$ cat config.mk
export PLATFORM = sky130hd
export DESIGN_NAME = uart_rx
export DESIGN_NICKNAME = d
export VERILOG_FILES = /design/src/rtl/uart_pkg.sv /design/src/rtl/uart_rx_sync.sv /design/src/rtl/uart_rx.sv
export SDC_FILE = /design/constraint.sdc
export NUM_CORES = 1
export LEC_CHECK = 0
export BUFFER_PORTS_ARGS = -buffer_cell sky130_fd_sc_hd__buf_4
export CAP_MARGIN = 20
export CORE_MARGIN = 2
export CORE_UTILIZATION = 50
export DETAILED_ROUTE_END_ITERATION = 8
export HOLD_SLACK_MARGIN = 0.12
export PLACE_DENSITY = 0.76
export SLEW_MARGIN = 5
export SYNTH_ARGS = -nofsm -noshare
export SYNTH_HDL_FRONTEND = slang
export SYNTH_SLANG_ARGS = --single-unit
$ cat constraint.sdc
create_clock -name clk -period 2.2 [get_ports clk]
set_input_delay 0.44 -clock clk [delete_from_list [all_inputs] [get_ports clk]]
set_output_delay 0.44 -clock clk [all_outputs]
set_load 0.02 [all_outputs]
$ cat src/rtl/uart_pkg.sv
// Shared UART definitions: FSM state encodings, bit-period terminal counts, data width.
package uart_pkg;

    localparam logic [8:0] P_BIT_CNT  = 9'd433;
    localparam logic [8:0] P_HALF_CNT = 9'd216;
    localparam int         DATA_W     = 8;

    typedef enum logic [4:0] {
        P_IDLE      = 5'b00001,
        P_START_BIT = 5'b00010,
        P_DATA_BITS = 5'b00100,
        P_STOP_BIT  = 5'b01000,
        P_WAIT_HIGH = 5'b10000
    } uart_state_e;

endpackage

$ cat src/rtl/uart_rx_sync.sv
// Two-flop synchronizer for an asynchronous input; both flops reset to 1 (idle-high line).
module uart_rx_sync (
    input  logic clk,
    input  logic rst,
    input  logic async_i,
    output logic sync_o
);

    logic meta_q;
    logic sync_q;

    always_ff @(posedge clk) begin
        if (rst) begin
            meta_q <= 1'b1;
            sync_q <= 1'b1;
        end else begin
            meta_q <= async_i;
            sync_q <= meta_q;
        end
    end

    assign sync_o = sync_q;

endmodule

$ cat src/rtl/uart_rx.sv
// 8N1 UART receiver, 434 clocks per bit. Define UART_RX_MAJORITY_EN for 2-of-3 majority sampling.
module uart_rx
    import uart_pkg::*;
(
    input  logic              clk,
    input  logic              rst,
    input  logic              uart_in,
    output logic              uart_dec_valid_in,
    output logic [DATA_W-1:0] uart_dec_data_in,
    output logic              uart_dec_frame_err
);

    uart_state_e       state_q, state_d;
    logic [8:0]        cnt_q, cnt_d;
    logic [2:0]        idx_q, idx_d;
    logic [DATA_W-1:0] shreg_q, shreg_d;
    logic [DATA_W-1:0] data_q, data_d;
    logic              valid_q, valid_d;
    logic              ferr_q, ferr_d;
    logic              line;
    logic              bit_s;

    uart_rx_sync u_sync (
        .clk     (clk),
        .rst     (rst),
        .async_i (uart_in),
        .sync_o  (line)
    );

`ifdef UART_RX_MAJORITY_EN
    function automatic logic maj3(input logic a, input logic b, input logic c);
        return (a & b) | (a & c) | (b & c);
    endfunction

    // hist_q[1] is the line two cycles ago, hist_q[0] one cycle ago
    logic [1:0] hist_q;

    always_ff @(posedge clk) begin
        if (rst) hist_q <= 2'b11;
        else     hist_q <= {hist_q[0], line};
    end

    assign bit_s = maj3(hist_q[1], hist_q[0], line);
`else
    assign bit_s = line;
`endif

    always_comb begin
        state_d = state_q;
        cnt_d   = cnt_q + 9'd1;
        idx_d   = idx_q;
        shreg_d = shreg_q;
        data_d  = data_q;
        valid_d = 1'b0;
        ferr_d  = 1'b0;
        case (state_q)
            P_IDLE: begin
                cnt_d = '0;
                if (!line) state_d = P_START_BIT;
            end
            P_START_BIT: begin
                if (cnt_q == P_HALF_CNT) begin
                    cnt_d   = '0;
                    idx_d   = '0;
                    state_d = bit_s ? P_IDLE : P_DATA_BITS;
                end
            end
            P_DATA_BITS: begin
                if (cnt_q == P_BIT_CNT) begin
                    cnt_d   = '0;
                    shreg_d = {bit_s, shreg_q[DATA_W-1:1]};
                    idx_d   = idx_q + 3'd1;
                    if (idx_q == 3'd7) state_d = P_STOP_BIT;
                end
            end
            P_STOP_BIT: begin
                if (cnt_q == P_BIT_CNT) begin
                    cnt_d = '0;
                    if (bit_s) begin
                        data_d  = shreg_q;
                        valid_d = 1'b1;
                        state_d = P_IDLE;
                    end else begin
                        ferr_d  = 1'b1;
                        state_d = P_WAIT_HIGH;
                    end
                end
            end
            P_WAIT_HIGH: begin
                cnt_d = '0;
                if (line) state_d = P_IDLE;
            end
            default: begin
                cnt_d   = '0;
                idx_d   = '0;
                state_d = P_IDLE;
            end
        endcase
    end

    always_ff @(posedge clk) begin
        if (rst) begin
            state_q <= P_IDLE;
            cnt_q   <= '0;
            idx_q   <= '0;
            shreg_q <= '0;
            data_q  <= '0;
            valid_q <= 1'b0;
            ferr_q  <= 1'b0;
        end else begin
            state_q <= state_d;
            cnt_q   <= cnt_d;
            idx_q   <= idx_d;
            shreg_q <= shreg_d;
            data_q  <= data_d;
            valid_q <= valid_d;
            ferr_q  <= ferr_d;
        end
    end

    assign uart_dec_valid_in  = valid_q;
    assign uart_dec_data_in   = data_q;
    assign uart_dec_frame_err = ferr_q;

endmodule

==> metrics.yaml <==
critical_path:
  slowest_stage: "dfxtp_1"
  cp_max_fo: 9
  start_kind: "flop"
  startpoint: "cnt_q[0]"
  endpoint_kind: "flop"
  path_buf_inv: 0
  required_ps: 2420
  cp.arrival_ps: 2180
  critPathTopFamily: "compound AO/OA/AOI/OAI gates"
  crit_chain: "ha_1 -> nand2_1 -> or3_1 -> a22oi_1 -> a21o_1 -> nor2_2"
  slowest_delay_ps: 460
  worstReg2RegStart: "cnt_q[0]"
  path_class: "flop to flop"
floorplanning:
  coreArea_um2: 3416
  die_w_um: 64.13
  die-area_um2: 4113
  ios: 13
  num_rows: 21
  die_h_um: 64.13
  start_util_pct: 52.93
grt:
  grt-ovfl-total: 0
  antenna_found_initial: 0
  grt_pass1_vias: 1294
  top_usage_layer: "met2"
  grt_pass1_wl_um: 5720
  gr-usage-met2_pct: 27.47
  grtUsageMet1_pct: 23.04
  grt_max_degree: 30
  grtUsageMet3_pct: 5.634
  gr-usage-all-layers_pct: 17.85
sta:
  fin_ws_ps: 231.9
  slew_headroom_pct: 71.08
  rsz0062_at_grt: "false"
  min_period_ps: 1968
  setup_viol: 0
  hold_violations: 0
  setup_tns_ps: 0
  clock_skew_ps: 23.75
  period_share_pct: 89.46
  worst_pin_slew_ps: 433.8
  fmax_ghz: 0.5081
  slew_viol_final: 0
routing:
  avgViaCountPerCell: 5.275
  ant_nets: 0
  vias: 1345
  wl_per_cell_um: 12.22
  wl_um: 3115
  drc: 0
  drt_iter0_markers: 44
  detail_route.first_pass.iterations: 4
clocking:
  cts_hold_buf: 0
  cts_root_buf: "clkbuf_4"
  clkSinkCount: 37
  h-tree-depth: 2
  clk_transition_reported_paths_ps: 110
  cts_tree: "built"
  post_cts_buffers: 0
  insertion_delay_ps: 350
  cts_buffers: 5
  cts-resized-gates: 0
  clk_path_buf_depth: 2
synth:
  yosysUniqueCellTypes: 50
  syn_nets: 205
  ys_ff_latch: 37
  synthCells: 197
  seq_area_frac_synth_pct: 40.97
  syn-cell-area_um2: 1808
  synth.avg_cell_area_um2: 9.178
  async_reset_ff_share_pct: 0
  synth_edf_count: 0
  synth_warnings: 0
  synth_ff_type: "dfxtp_1"
final_layout:
  fin_util_pct: 58.21
  area_growth_pct: 9.966
  drive_gt1_share_pct: 23.44
  nets: 216
  n_antenna_cell: 0
power:
  switching_share_pct: 28.53
  p_comb_share_pct: 18.9
  p_leak_nw: 0.8065
  seqPwrFrac_pct: 51.2
  vdd_ir_drop_max_mv: 0.4012
  p_per_area_nw_per_um2: 704.9
  power_frac_clock_pct: 29.9
  internal_power_mw: 1.002
  switchingPower_uw: 399.8
min_path:
  min_from: "uart_in"
  hp-class: "primary input to flop"
flow_run:
  maxCapViolCount: 0
placed_design:
  port_buffers: 12
  dp.final_hpwl_um: 2215
  pre_cts_slack_ps: 251.1
  globalplace.congestion: 0.7956
run_status:
  status: "complete, no violations"
[cells in the final DEF (no fill, tap or decap), drive strengths merged, types with 2 or more instances in the layout]
cell	Yosys	layout
a21oi	13	13
and3	4	4
buf	9	18
clkbuf	5	7
dfxtp	37	37
ha	5	5
inv	4	5
mux2i	10	10
nand2	13	13
nand2b	6	6
nand3	17	17
nand3b	3	3
nand4	5	5
nor2	26	26
nor2b	2	2
nor3	3	3
nor4	3	3
o21ai	4	4
or2	2	2
xnor2	3	3
xor2	7	7
[sequential cells by signal, indices dropped and copies added (netlist names)]
| signal | flops |
|---|---|
| cnt_q | 9 |
| idx_q | 3 |
| shreg_q | 8 |
| state_q | 5 |
| u_sync.meta_q | 1 |
| u_sync.sync_o | 1 |
| uart_dec_data_in | 8 |
| uart_dec_frame_err | 1 |
| uart_dec_valid_in | 1 |
[cell families (layout without fill, tap and decap cells)]
logic type	after synthesis	after routing	synth area share, %
compound gates	29	29	10.52
flops	37	37	40.97
xor+xnor	10	10	5.260
simple gates	88	88	28.65
buf+inv	18	30	5.605
fa+ha+maj	5	5	3.460
mux	10	10	5.537
[power by group through the flow]
stage          sequential, mW  clock [mW]  combinational [mW]
2_1_floorplan           0.712           0               0.246
3_3_place_gp            0.731           0               0.265
3_5_place_dp            0.733           0               0.263
4_1_cts                 0.717       0.432               0.265
5_1_grt                 0.720       0.459               0.292
6_report                0.717       0.419               0.265
[final timing paths]
path	depth (start not counted)	slack [ps]	endpoint
max	6	230	cnt_q[8]
min	2	280	u_sync.meta_q
max reg2reg	6	230	cnt_q[8]
min reg2reg	1	430	u_sync.sync_o
[routing by layer]
metal	routed length, um	up-vias	part of all wire [%]
met5	0	-	0
met1	1569	608	50
met4	68	0	2.2
met3	113	7	3.6
li1	-	704	-
met2	1364	26	44
[through the flow]
step | hold WS [ps] | power, mW | area, um2 | cells
2_1_floorplan | 389.5 | 0.9583 | 1808 | 197
3_3_place_gp | 394.2 | 0.9961 | 1914 | 247
3_5_place_dp | 404.3 | 0.9956 | 1914 | 247
4_1_cts | 261.9 | 1.414 | 1988 | 255
5_1_grt | 248.9 | 1.471 | 1988 | 255
6_report | 275.4 | 1.401 | 1988 | 255
[final cells by class]
type / instances / area, um2
Inverter: 4 / 15.01
Tap cell: 46 / 57.56
Timing Repair Buffer: 18 / 135.1
Fill cell: 306 / 1428
Clock buffer: 7 / 65.06
Multi-Input combinational cell: 142 / 965.9
Clock inverter: 1 / 8.758
Sequential cell: 37 / 740.7
[Yosys cell counts, drive strengths merged (2+ instances only)]
master  instances  area share, %
nor2b           2           0.69
mux2i          10            5.5
nor3            3            1.1
dfxtp          37             41
nand2b          6            2.5
ha              5            3.5
a21oi          13            3.6
buf             9            3.7
nor4            3            2.2
and3            4            1.4
nand2          13            2.8
nand3b          3            1.9
o21ai           4            1.1
or2             2           0.69
nor2           26            6.9
clkbuf          5            1.1
nand4           5            1.7
xnor2           3            1.9
nand3          17            5.0
inv             4           0.83
xor2            7            3.4
No activity file was read; power rests on OpenSTA's default activity.
